<file path="src/rtl/generador_obstaculos_pkg.sv">
// Shared constants for the obstacle lane: game-state codes, blank digit and the
// obstacle ROM, reused by the collision stage.
package generador_obstaculos_pkg;

    typedef enum logic [3:0] {
        ST_APAGADO   = 4'd0,
        ST_HOLA      = 4'd1,
        ST_PERSONAJE = 4'd2,
        ST_JUEGO     = 4'd3,
        ST_GP        = 4'd4,
        ST_YN        = 4'd5
    } presente_t;

    localparam logic [6:0] BLANK     = 7'b0000000;
    localparam logic [1:0] VD_PIERDE = 2'd1;

    localparam logic [6:0] OBS_ROM [10] = '{
        7'b0001111, 7'b1100011, 7'b0111000, 7'b0010011, 7'b1000001,
        7'b0111111, 7'b0110110, 7'b0010101, 7'b0110001, 7'b1111110
    };

    // Folds the low LFSR nibble (0..15) onto the ten ROM slots.
    function automatic logic [3:0] obs_idx(input logic [7:0] l);
        logic [3:0] n;
        n = l[3:0];
        return (n < 4'd10) ? n : n - 4'd10;
    endfunction

    function automatic logic [6:0] obs_rom(input logic [3:0] idx);
        return (idx < 4'd10) ? OBS_ROM[idx] : BLANK;
    endfunction

endpackage

</file>
<file path="src/rtl/generador_obstaculos_lfsr8.sv">
// 8-bit Fibonacci LFSR, taps 8,6,5,4; advances only while en is high.
module lfsr8 #(
    parameter logic [7:0] SEMILLA = 8'hA5
) (
    input  logic       clk_ob,
    input  logic       rst,
    input  logic       en,
    output logic [7:0] q
);

    logic fb;

    assign fb = q[7] ^ q[5] ^ q[4] ^ q[3];

    always_ff @(posedge clk_ob) begin
        if (rst) begin
            q <= SEMILLA;
        end else if (en) begin
            q <= {q[6:0], fb};
        end
    end

endmodule

</file>
<file path="src/rtl/generador_obstaculos.sv">
// Obstacle lane: a level-dependent prescaler shifts three 7-segment digits toward
// the hero, alternating random obstacles with blanks and scoring cleared ones.
module generador_obstaculos
    import generador_obstaculos_pkg::*;
#(
    parameter logic [23:0] PER0      = 24'd12_500_000,
    parameter logic [23:0] PER1      = 24'd9_000_000,
    parameter logic [23:0] PER2      = 24'd6_000_000,
    parameter logic [23:0] PER3      = 24'd3_500_000,
    parameter logic [7:0]  PTS_NIVEL = 8'd16,
    parameter logic [7:0]  SEMILLA   = 8'hA5
) (
    input  logic        clk_ob,
    input  logic        rst,
    input  logic [3:0]  presente,
    input  logic [1:0]  v_d,
    output logic [20:0] disp_obs,
    output logic        tick,
    output logic [7:0]  puntos,
    output logic [1:0]  nivel
);

    logic [23:0] presc;
    logic [23:0] per_act;
    logic [3:0]  presente_prev;
    logic        obs_sig;
    logic [7:0]  lfsr_q;
    logic        corriendo;
    logic        limpiar;
    logic [6:0]  entrada;
    logic [7:0]  puntos_nx;
    logic [1:0]  nivel_nx;

    function automatic logic [1:0] nivel_de(input logic [7:0] p);
        logic [7:0] q;
        q = p / PTS_NIVEL;
        return (q > 8'd3) ? 2'd3 : q[1:0];
    endfunction

    always_comb begin
        per_act = PER0;
        case (nivel)
            2'd0:    per_act = PER0;
            2'd1:    per_act = PER1;
            2'd2:    per_act = PER2;
            default: per_act = PER3;
        endcase
    end

    assign corriendo = (presente == ST_JUEGO || presente == ST_GP) && (v_d != VD_PIERDE);
    // Clearing fires continuously in apagado, but only on the entry cycle of hola.
    assign limpiar   = (presente == ST_APAGADO) ||
                       (presente == ST_HOLA && presente_prev != ST_HOLA);
    // ">=" lets a level change that lowers the period fire on the next running cycle.
    assign tick      = !rst && corriendo && (presc >= per_act - 24'd1);
    assign entrada   = obs_sig ? obs_rom(obs_idx(lfsr_q)) : BLANK;

    always_comb begin
        puntos_nx = puntos;
        if (disp_obs[6:0] != BLANK && puntos != 8'hFF) begin
            puntos_nx = puntos + 8'd1;
        end
        nivel_nx = nivel_de(puntos_nx);
    end

    always_ff @(posedge clk_ob) begin
        if (rst) begin
            presc         <= '0;
            disp_obs      <= '0;
            puntos        <= '0;
            nivel         <= '0;
            obs_sig       <= 1'b1;
            presente_prev <= ST_APAGADO;
        end else begin
            presente_prev <= presente;
            if (limpiar) begin
                presc    <= '0;
                disp_obs <= '0;
                puntos   <= '0;
                nivel    <= '0;
                obs_sig  <= 1'b1;
            end else if (tick) begin
                presc    <= '0;
                disp_obs <= {entrada, disp_obs[20:7]};
                puntos   <= puntos_nx;
                nivel    <= nivel_nx;
                obs_sig  <= ~obs_sig;
            end else if (corriendo) begin
                presc <= presc + 24'd1;
            end
        end
    end

    lfsr8 #(
        .SEMILLA(SEMILLA)
    ) u_lfsr (
        .clk_ob(clk_ob),
        .rst   (rst),
        .en    (corriendo),
        .q     (lfsr_q)
    );

endmodule

</file>
<file path="config.mk">
export PLATFORM = sky130hd
export DESIGN_NAME = generador_obstaculos
export DESIGN_NICKNAME = d
export VERILOG_FILES = /design/src/rtl/generador_obstaculos_pkg.sv /design/src/rtl/generador_obstaculos_lfsr8.sv /design/src/rtl/generador_obstaculos.sv
export SDC_FILE = /design/constraint.sdc
export NUM_CORES = 1
export LEC_CHECK = 0
export ABC_AREA = 1
export BUFFER_PORTS_ARGS = -buffer_cell sky130_fd_sc_hd__buf_2
export CORE_ASPECT_RATIO = 1.25
export CORE_MARGIN = 2
export CORE_UTILIZATION = 50
export DETAILED_ROUTE_END_ITERATION = 8
export HOLD_SLACK_MARGIN = 0.02
export PLACE_DENSITY = 0.78
export RECOVER_POWER = 25
export SYNTH_ARGS = -nofsm -noshare
export SYNTH_HDL_FRONTEND = slang
export SYNTH_SLANG_ARGS = --single-unit
</file>
<file path="constraint.sdc">
create_clock -name clk_ob -period 5.1 [get_ports clk_ob]
set_input_delay 0.255 -clock clk_ob [delete_from_list [all_inputs] [get_ports clk_ob]]
set_output_delay 0.255 -clock clk_ob [all_outputs]
set_load 0.05 [all_outputs]
</file>
==> results of run 1 <==
-- state kept, by name, indices dropped and copies added (netlist names) --
| signal | cells |
|---|---|
| u_lfsr.q | 8 |
| disp_obs | 21 |
| presc | 24 |
| presente_prev | 4 |
| puntos | 8 |
| obs_sig | 1 |
| nivel | 2 |
-- layout make-up --
class / count / area [um^2]
Timing Repair Buffer: 40 / 179
Inverter: 69 / 263
Clock inverter: 7 / 98.8
Clock buffer: 9 / 124
Sequential cell: 68 / 1360
Fill cell: 799 / 3620
Tap cell: 97 / 121
Multi-Input combinational cell: 438 / 2380
-- stage by stage --
step | worst slack [ns] | power, mW | area [um^2] | cells | utilization, %
after floorplan | 2.40 | 0.605 | 4130 | 590 | -
after global placement | 2.28 | 0.615 | 4340 | 712 | 53.2
after detailed placement | 2.19 | 0.617 | 4340 | 712 | 53.2
after CTS | 1.80 | 1.12 | 4560 | 728 | 56.0
after global routing | 1.34 | 1.15 | 4530 | 728 | 55.6
final | 1.73 | 1.11 | 4530 | 728 | 55.6
-- cells in the mapped netlist, drive strengths merged --
cell type	number
nand2	156
nor2	87
dfxtp	68
inv	68
a21oi	36
nand3	36
o21ai	33
ha	32
nand4	15
buf	14
xor2	9
nor3	8
xnor2	7
o22ai	5
o211ai	4
or2	3
a21o	1
a31oi	1
clkbuf	1
clkinv	1
conb	1
mux2i	1
nand3b	1
nor3b	1
nor4	1
-- cells by family (layout without fill, tap and decap cells) --
| kind of cell | Yosys count | in the layout | share of synthesized area, % |
|---|---|---|---|
| buf+inv | 84 | 125 | 9.29 |
| compound gates | 80 | 80 | 11.8 |
| other cells | 1 | 1 | 0.0907 |
| simple gates | 308 | 308 | 32.6 |
| mux | 1 | 1 | 0.242 |
| xor+xnor | 16 | 16 | 3.39 |
| flops | 68 | 68 | 32.9 |
| fa+ha+maj | 32 | 32 | 9.69 |
-- worst min path at each step --
stage                      startpoint               end  cells past startpoint
after floorplan                   rst  presente_prev[2]                      1
after global placement    u_lfsr.q[6]       u_lfsr.q[6]                      2
after detailed placement  u_lfsr.q[6]       u_lfsr.q[6]                      2
after CTS                 presente[2]  presente_prev[2]                      3
after global routing      presente[0]  presente_prev[0]                      3
final                     presente[2]  presente_prev[2]                      3
-- worst max-delay path, stage by stage --
cell and delay, ns:
clkbuf_1 0.10, inv_1 0.10, nand4_1 0.10, nand2_1 0.05
o21ai_0 0.07, clkbuf_1 1.06, clkinvlp_2 1.30, nand3_2 0.35
or2_0 0.16, a21oi_2 0.06
-- metal layers --
layer	vias up	wire, um
met5	-	0
met4	0	262
met3	22	395
met2	93	4680
met1	1733	3900
li1	1972	-
-- power by group through the flow --
stage               Sequential [mW]  Combinational [mW]  Clock [mW]
global route                  0.542              0.0726       0.536
CTS                           0.541              0.0644       0.513
detailed placement            0.553              0.0641           0
global placement              0.553              0.0623           0
finish                        0.541              0.0632       0.509
floorplan                     0.552              0.0530           0
==> summary.md, run 1 <==
| Metric | Value |
|---|---|
| Status | `complete, no violations` |
| RePlAce Congestion | `~0.89` |
| Hold Vio Cnt, Final | `0` |
| Critical path launch point | `presente[1]` |
| Crit Path Max Fanout | `29` |
| Max-cap violation count | `0` |
| Most common cell after layout, fill and taps aside | `nand2_1` |
| Min cycle time layout | `3.37 ns` |
| Number of global-route vias before repair | `3,517` |
| Max Slew Vio Count | `0` |
| Syn Area/Cell | `around 7.0 um^2` |
| Slew of the pin with the lowest slew margin | `1.43 ns` |
| GRT met1 Usage | `24.8%` |
| Comb power frac | `approximately 5.7%` |
| Clock transition at path regs | `approximately 0.080 ns` |
| Switch share | `25.0%` |
| Net switching power | `278 uW` |
| Hold buffer count at CTS | `0` |
| Tcrit/Tclk final | `about two thirds` |
| Vias/cell | `about 5.2` |
| Layout area overhead | `9.62%` |
| Drt first pass iters | `5` |
| GRT Resource Usage Total | `21.1%` |
| Met3 Use GR | `around 3.8%` |
| Via count | `3,820` |
| RR Startpoint | `nivel[0]` |
| Register bit count reported by yosys | `68` |
| Clk Latency, worst-skew pair | `approximately 0.35 ns` |
| Clock share of power | `45.7%` |
| # clock sinks | `68` |
| RSZ-0062 raised after global routing | `false` |
| CTS root buf | `clkbuf_8` |
| Die Wd | `85.3 um` |
| Clk buf depth | `2` |
| Crit. End Element | `flip-flop` |
| First-pass GRT wire length | `15,600 um` |
| Post-CTS Setup Inserts | `0` |
| Largest net degree at the start of global routing | `33` |
| Final antenna-violating net count | `0` |
| Worst EP required | `5.33 ns` |
| Synth top area cells | `dfxtp_1 33%, nand2_1 14%, ha_1 9.7%, nor2_1 7.4%, inv_1 5.9%` |
| Syn. warnings | `0` |
| Layout cells sized above 1 | `11.4%` |
| Setup CP Type | `input port to flip-flop` |
| Worst Hold Class | `input port to flip-flop` |
| Post-DP HPWL | `6730 um` |
| Die area | `0.00902 mm^2` |
| Nets | `roughly 670` |
| Net Count, Synth | `630` |
| Met2 Usage GRT | `37.2%` |
| Max-slew headroom | `4.72%` |
| Top cell type's share of synthesized area | `32.9%` |
| Power Density | `246 mW/mm^2` |
| Number of DRC markers in iteration 0 | `roughly 230` |
| Starting Density | `50.7%` |
| Worst EP arrival | `about 3.6 ns` |
| GRT Max-Usage Layer | `met2` |
| FMAX | `297 MHz` |
| TritonCTS clock tree | `built` |
| Yosys cell types | `38` |
| Reg2Reg Setup Slack | `between 2 and 2.5 ns` |
| Core ar. | `0.00815 mm^2` |
| IO Port Bufs | `39` |
| Sequential fraction of the synthesis area | `32.9%` |
| Worst setup path endpoint | `presc[5]` |
| Area of the mapped netlist | `0.00413 mm^2` |
| Die Y | `106 um` |
| Commonest cells after routing, fill and taps aside | `152 x nand2_1, 81 x nor2_1, 68 x dfxtp_1` |
| Area leader, netlist | `dfxtp_1` |
| Avg WL per Cell | `between 10 and 15 um` |
| I/O pin total | `40` |
| Min Hold Slack | `0.149 ns` |
| TritonCTS Buffers | `9` |
| Final wirelength | `between 9000 and 10,000 um` |
| Cell count after synthesis | `590` |
| Rows | `37` |
| DRC viols | `0` |
| R2R depth | `14` |
| TNS Setup | `0 ns` |
| Initial antenna violation count | `0` |
| Setup violations, final | `0` |
| Internal power | `between 800 and 900 uW` |
| Total congestion overflow | `0` |
| Max IR drop VDD | `0.000162 V` |
| Critical Path Start Type | `input port` |
| R2R Path End | `presc[2]` |
| H-tree Lvls | `3` |
| ANT cells | `0` |
| Reg power frac | `48.6%` |
| Layout Skew | `about 0.012 ns` |
| Post-CTS sizing | `0` |
| LEAKAGE | `1.97 nW` |
Note: power is estimated with default switching activity, not from simulation.
==> run 2: changes to the inputs <==
==> constraint.sdc (replaced) <==
create_clock -name clk_ob -period 3.2 [get_ports clk_ob]
set_input_delay 0.16 -clock clk_ob [delete_from_list [all_inputs] [get_ports clk_ob]]
set_output_delay 0.16 -clock clk_ob [all_outputs]
set_load 0.05 [all_outputs]
==> run 2 against run 1 <==
  * The run now ends with max-capacitance violations, max-slew violations left
  * Critical endpoint is now tick
  * Total power is 58% higher
  * Sequential cell count did not move
  * Wire length increased by 1.3%
==> summary.md, run 2 (synthesis gave the netlist of run 1 again) <==
| Metric | Value |
|---|---|
| Layout cells sized above 1 | `11.7% (+0.32 points)` |
| Crit. End Element | `output pin` |
| Setup violations, final | `0 (unchanged)` |
| Vias/cell | `5.31 (+1.3%)` |
| Max IR drop VDD | `0.000356 V (+120%)` |
| Most common cell after layout, fill and taps aside | `nand2_1` |
| Max FFs per register | `24 (unchanged)` |
| Setup CP Type | `flip-flop to output pin` |
| Max-cap violation count | `1 (+1)` |
| Via count | `3,869 (+1.3%)` |
| Crit Path Max Fanout | `32 (+10%)` |
| TritonCTS Buffers | `9 (unchanged)` |
| Hold Vio Cnt, Final | `0 (unchanged)` |
| TritonCTS clock tree | `built` |
| Clk Latency, worst-skew pair | `0.35 ns (about the same)` |
| Max Slew Vio Count | `14 (+14)` |
| Slew of the pin with the lowest slew margin | `1.68 ns (+0.246 ns)` |
| Critical path launch point | `nivel[0]` |
| Largest Register | `presc` |
| Worst setup path endpoint | `tick` |
| Commonest cells after routing, fill and taps aside | `152 x nand2_1, 81 x nor2_1, 67 x dfxtp_1` |
| Reg2Reg Setup Slack | `0.51 ns (-1.67 ns)` |
| Fillers | `759 (-5.0%)` |
| Largest net degree at the start of global routing | `33 (unchanged)` |
| RePlAce Congestion | `0.875 (-1.7%)` |
| Worst EP required | `3.04 ns (-2.29 ns)` |
| Power, Total | `1.76 mW (+58%)` |
| Final wirelength | `9350 um (+1.3%)` |
| # clock sinks | `68 (unchanged)` |
| Clock transition at path regs | `0.07 ns (about the same)` |
| Critical Path Start Type | `flip-flop` |
| Top flop regs | `presc x24, disp_obs x21` |
| LEAKAGE | `1.96 nW (-0.63%)` |
| Worst EP arrival | `2.79 ns (-0.81 ns)` |
| Die area | `0.00902 mm^2 (unchanged)` |
| GRT Resource Usage Total | `21.9% (+0.76 points)` |
| Drt first pass iters | `4 (-1)` |
| Starting Density | `50.7% (unchanged)` |
| Rows | `37 (unchanged)` |
| Number of DRC markers in iteration 0 | `262 (+12%)` |
| Tcrit/Tclk final | `92.2%` |
| RR Startpoint | `nivel[0]` |
| Avg WL per Cell | `12.8 um (+1.3%)` |
| Final antenna-violating net count | `0 (unchanged)` |
| Failing checks | `max-capacitance violations, max-slew violations` |
| R2R Path End | `presc[2]` |
| Power Density | `385 mW/mm^2 (+57%)` |
| Worst Hold Class | `input port to flip-flop` |
| ANT cells | `0 (unchanged)` |
| Final core occ | `55.9% (+0.31 points)` |
| Nets | `666 (unchanged)` |
| Post-CTS Setup Inserts | `0 (unchanged)` |
| Total congestion overflow | `0 (unchanged)` |
| DRC viols | `0 (unchanged)` |
| FMAX | `339 MHz` |
| Layout Skew | `0.0188 ns (+0.00639 ns)` |
| Status | `finished with violations` |
| IO Port Bufs | `39 (unchanged)` |
| Post-DP HPWL | `6800 um (+0.97%)` |
| Number of global-route vias before repair | `3,685 (+4.8%)` |
| Initial antenna violation count | `0 (unchanged)` |
| Layout area overhead | `10.2%` |
| R2R depth | `14 (unchanged)` |
| CTS root buf | `clkbuf_8` |
| Min cycle time layout | `2.95 ns` |
| Multi-input gate area | `0.00239 mm^2 (+0.37%)` |
| TNS Setup | `0 ns (unchanged)` |
| H-tree Lvls | `3 (unchanged)` |
| I/O pin total | `40 (unchanged)` |
| Register area | `0.00136 mm^2 (about the same)` |
| Hold buffer count at CTS | `0 (unchanged)` |
| Core ar. | `0.00815 mm^2 (unchanged)` |
| Clk buf depth | `2 (unchanged)` |
| Die Wd | `85.3 um (unchanged)` |
| First-pass GRT wire length | `16,000 um (+3.1%)` |
| Die Y | `106 um (unchanged)` |
| Max-slew headroom | `-12.9% (-18 points)` |
## run 2: area by class of cell
class	count	area share, %
multi-input cells	438	52.5
flip-flops and latches	68	29.9
inverters	69	5.90
repair buffers	40	4.06
clock buffers	10	3.02
well taps	97	2.66
clock inverters	6	1.92
## run 2: stage by stage
step	hold WS [ns]	setup WS, ns	std cells	cell area [um^2]
floorplan	0.231	0.498	590	4130
global placement	0.411	0.449	712	4340
detailed placement	0.413	0.349	712	4340
CTS	0.0523	0.0112	728	4570
global route	0.0713	-0.00155	728	4560
finish	0.0605	0.251	728	4560
## run 2: power by group
group          total (mW)  switching, mW  leakage [nW]  internal, mW
Clock               0.790          0.332         0.105         0.458
Combinational       0.104         0.0713          1.30        0.0323
Sequential          0.862        0.00780         0.550         0.855
Total                1.76          0.411          1.96          1.35
## run 2: worst min path at each step
stage                startpoint               end  slack, ns  cells after the start
detailed placement  presente[0]  presente_prev[0]       0.41                      3
global route        presente[2]  presente_prev[2]       0.07                      3
CTS                 presente[0]  presente_prev[0]       0.05                      3
floorplan                   rst  presente_prev[2]       0.23                      1
finish              presente[0]  presente_prev[0]       0.06                      3
global placement    presente[0]  presente_prev[0]       0.41                      3
## run 2: what timing repair did
action,4_1_cts,5_1_grt
gates resized for setup,1,4
hold endpoints to repair,0,0
setup endpoints to repair,1,2
## run 2: critical path, cell delays in order (launching register included)
cell and delay, ns:
dfxtp_2 0.37, inv_1 0.11, ha_1 0.19, inv_1 0.05, ha_1 0.20, ha_1 0.30
nand2_1 0.08, nor2_2 0.12, nand2_1 0.08, nor2_1 0.11, nand2_1 0.07, nand3_2 0.16
nand2_8 0.18, inv_8 0.18, clkbuf_4 0.25
## run 2: metal layers
layer / part of all wire (%) / track usage [%]
met1: 41 / 24.2
met2: 52 / 39.6
met3: 3.9 / 4.39
met4: 2.2 / 9.64
met5: 0 / 0
==> run 3: changes to the inputs <==
--- a/config.mk
+++ b/config.mk
@@ -9,10 +9,10 @@
 export BUFFER_PORTS_ARGS = -buffer_cell sky130_fd_sc_hd__buf_2
 export CORE_ASPECT_RATIO = 1.25
 export CORE_MARGIN = 2
-export CORE_UTILIZATION = 50
+export CORE_UTILIZATION = 55
 export DETAILED_ROUTE_END_ITERATION = 8
 export HOLD_SLACK_MARGIN = 0.02
-export PLACE_DENSITY = 0.78
+export PLACE_DENSITY = 0.84
 export RECOVER_POWER = 25
 export SYNTH_ARGS = -nofsm -noshare
 export SYNTH_HDL_FRONTEND = slang
==> run 3 against run 2 <==
  * The flow still finishes with violations (max-capacitance violations, max-slew violations)
  * Critical path depth is 2 lower
  * Global-route usage rose by 2.0 points
  * Register-to-register slack about the same
  * Total power down 8.9%
  * Cell area is 1.3% lower
  * Core utilization up 5.6 points
  * Clock skew is 0.0075 ns lower
  * Hold slack got worse by 0.0047 ns
  * Combinational power barely moved
  * First-iteration DRC count shrank 3.1%
  * Largest power group unchanged
==> summary.md, run 3 (synthesis gave the netlist of run 1 again) <==
| Metric | Value |
|---|---|
| Slew of the pin with the lowest slew margin | `1.79 ns (+0.111 ns)` |
| CTS root buf | `clkbuf_8` |
| Clock transition at path regs | `0.08 ns (about the same)` |
| Worst EP arrival | `2.84 ns (+0.05 ns)` |
| RePlAce Congestion | `0.958 (+9.5%)` |
| Nets | `666 (unchanged)` |
| Crit-path most repeated cell | `nand2_1` |
| FMAX | `333 MHz (-1.7%)` |
| Clock share of power | `39.7% (-5.3 points)` |
| Critical path cell sequence | `inv_1 -> ha_1 -> ha_1 -> nand2_1 -> nor2_2 -> nand2_1 -> nor2_1 -> nand2_1 -> nand3_2 -> nand2_8 -> inv_8 -> buf_2` |
| Core ar. | `0.00731 mm^2 (-10%)` |
| CP top delay family | `simple AND/OR/NAND/NOR gates` |
| I/O pin total | `40 (unchanged)` |
| Failing checks | `max-capacitance violations, max-slew violations` |
| Setup violations, final | `0 (unchanged)` |
| Layout area overhead | `8.78%` |
| GRT Resource Usage Total | `23.8% (+2.0 points)` |
| Min Hold Slack | `0.0558 ns (-0.00471 ns)` |
| Max Slew Vio Count | `15 (+1)` |
| Crit-path slowest cell | `dfxtp_2` |
| Largest Register | `presc` |
| Worst EP required | `3.04 ns (about the same)` |
| Top flop regs | `presc x24, disp_obs x21` |
| Via count | `3,815 (-1.4%)` |
| Layout cells sized above 1 | `11.7% (unchanged)` |
| Power Density | `356 mW/mm^2 (-7.7%)` |
| TNS Setup | `0 ns (unchanged)` |
| Crit path buf inv count | `3 (-1)` |
| Clk buf depth | `2 (unchanged)` |
| Max-cap violation count | `1 (unchanged)` |
| Dpl cell area | `0.00433 mm^2 (-0.14%)` |
| DRC viols | `0 (unchanged)` |
| # clock sinks | `68 (unchanged)` |
| Min cycle time layout | `3.00 ns (+0.0523 ns)` |
| IO Port Bufs | `39 (unchanged)` |
| Switch share | `26.8% (+3.4 points)` |
| CP max stage delay | `0.42 ns (+0.05 ns)` |
| Max IR drop VDD | `0.000317 V (-11%)` |
| Final wirelength | `8930 um (-4.5%)` |
| Post-DP HPWL | `6700 um (-1.5%)` |
| Die Y | `101 um (-4.5%)` |
| H-tree Lvls | `3 (unchanged)` |
| Hold buffer count at CTS | `0 (unchanged)` |
| Vias/cell | `5.28 (-0.71%)` |
| LEAKAGE | `1.95 nW (-0.51%)` |
| Commonest cells after routing, fill and taps aside | `152 x nand2_1, 81 x nor2_1, 67 x dfxtp_1` |
| TritonCTS Buffers | `9 (unchanged)` |
| Post-CTS Setup Inserts | `0 (unchanged)` |
| Critical Path Start Type | `flip-flop` |
| Hold Vio Cnt, Final | `0 (unchanged)` |
| Tcrit/Tclk final | `93.8% (+1.6 points)` |
| Crit. End Element | `output pin` |
| First-pass GRT wire length | `15,400 um (-3.9%)` |
| Comb power frac | `6.4% (+0.5 points)` |
| Layout Skew | `0.0114 ns (-0.00745 ns)` |
| Starting Density | `56.5% (+5.8 points)` |
| Worst Hold Class | `input port to flip-flop` |
| Rows | `35 (-5.4%)` |
| TritonCTS clock tree | `built` |
| Die Wd | `81.5 um (-4.4%)` |
| Initial antenna violation count | `0 (unchanged)` |
| Net switching power | `428 uW (+4.2%)` |
| Status | `finished with violations` |
| Total congestion overflow | `0 (unchanged)` |
| Design Area, Final | `0.00450 mm^2 (-1.3%)` |
| Crit Path Max Fanout | `32 (unchanged)` |
| Die area | `0.00823 mm^2 (-8.7%)` |
| Largest net degree at the start of global routing | `33 (unchanged)` |
| Internal power | `1.17 mW (-13%)` |
| Drt first pass iters | `6 (+2)` |
| Clk Latency, worst-skew pair | `0.35 ns (about the same)` |
| ANT cells | `0 (unchanged)` |
| Reg power frac | `53.9% (+4.8 points)` |
| Number of DRC markers in iteration 0 | `254 (-3.1%)` |
| Max-slew headroom | `-20.3% (-7.5 points)` |
| Most common cell after layout, fill and taps aside | `nand2_1` |
| Avg WL per Cell | `12.3 um (-3.9%)` |
| Setup CP Type | `flip-flop to output pin` |
| Number of global-route vias before repair | `3,592 (-2.5%)` |
| Final antenna-violating net count | `0 (unchanged)` |
| Max FFs per register | `24 (unchanged)` |
-- run 3: changes by cell type in the layout (fill, tap and decap cells not counted), moves of 2 or more --
cell        change
clkinv_2        +2
clkinvlp_4      -3
clkinv_4        +2
bufinv_16       -2
inv_6           +2
-- run 3: worst reg2reg max path, delay by kind of cell (launching register included) --
kind,cells,cell delay (ns)
simple gates,7,1.15
compound gates,1,0.11
fa+ha+maj,3,0.71
flops,1,0.42
buf+inv,3,0.22
-- run 3: metrics by stage --
step / instances / utilization (%) / worst slack, ns / power, mW
after floorplan: 590 / - / 0.498 / 0.964
final: 723 / 61.5 / 0.199 / 1.60
after global placement: 707 / 59.2 / 0.444 / 0.979
after detailed placement: 707 / 59.2 / 0.333 / 0.985
after CTS: 723 / 61.7 / 0.126 / 1.61
after global routing: 723 / 61.5 / -0.00168 / 1.66
-- run 3: layer usage --
metal / up-vias / global-route usage, % / share of wire (%) / wire (um)
met5: - / 0 / 0 / 0
met4: 0 / 9.52 / 2.8 / 247
met3: 22 / 4.93 / 3.5 / 316
met2: 78 / 42.2 / 50 / 4480
met1: 1744 / 27.5 / 44 / 3890
li1: 1971 / - / - / -
-- run 3: final cells by class --
cell class                      count  area, um^2
Clock inverter                      7        50.0
Fill cell                         656        2820
Inverter                           69         269
Sequential cell                    68        1360
Multi-Input combinational cell    438        2390
Tap cell                           92         115
Timing Repair Buffer               40         183
Clock buffer                        9         124
-- run 3: final timing paths --
check	slack, ns	from	to	cells after the start
setup reg to reg	0.50	nivel[0]	presc[2]	14
hold reg to reg	0.46	u_lfsr.q[6]	u_lfsr.q[6]	2
setup / recovery	0.20	nivel[0]	tick	12
hold / removal	0.06	presente[0]	presente_prev[0]	3
-- run 3: repair_timing --
item | 4_1_cts | 5_1_grt
endpoints found under the setup margin | 1 | 1
gates resized for setup | 2 | 2
gates cloned | 0 | 0
-- run 3: power groups by stage --
stage	Sequential, mW	Clock, mW	Combinational, mW
after floorplan	0.879	0	0.0845
after global placement	0.881	0	0.0980
after detailed placement	0.882	0	0.103
after CTS	0.862	0.645	0.103
after global routing	0.863	0.681	0.119
final	0.862	0.634	0.103
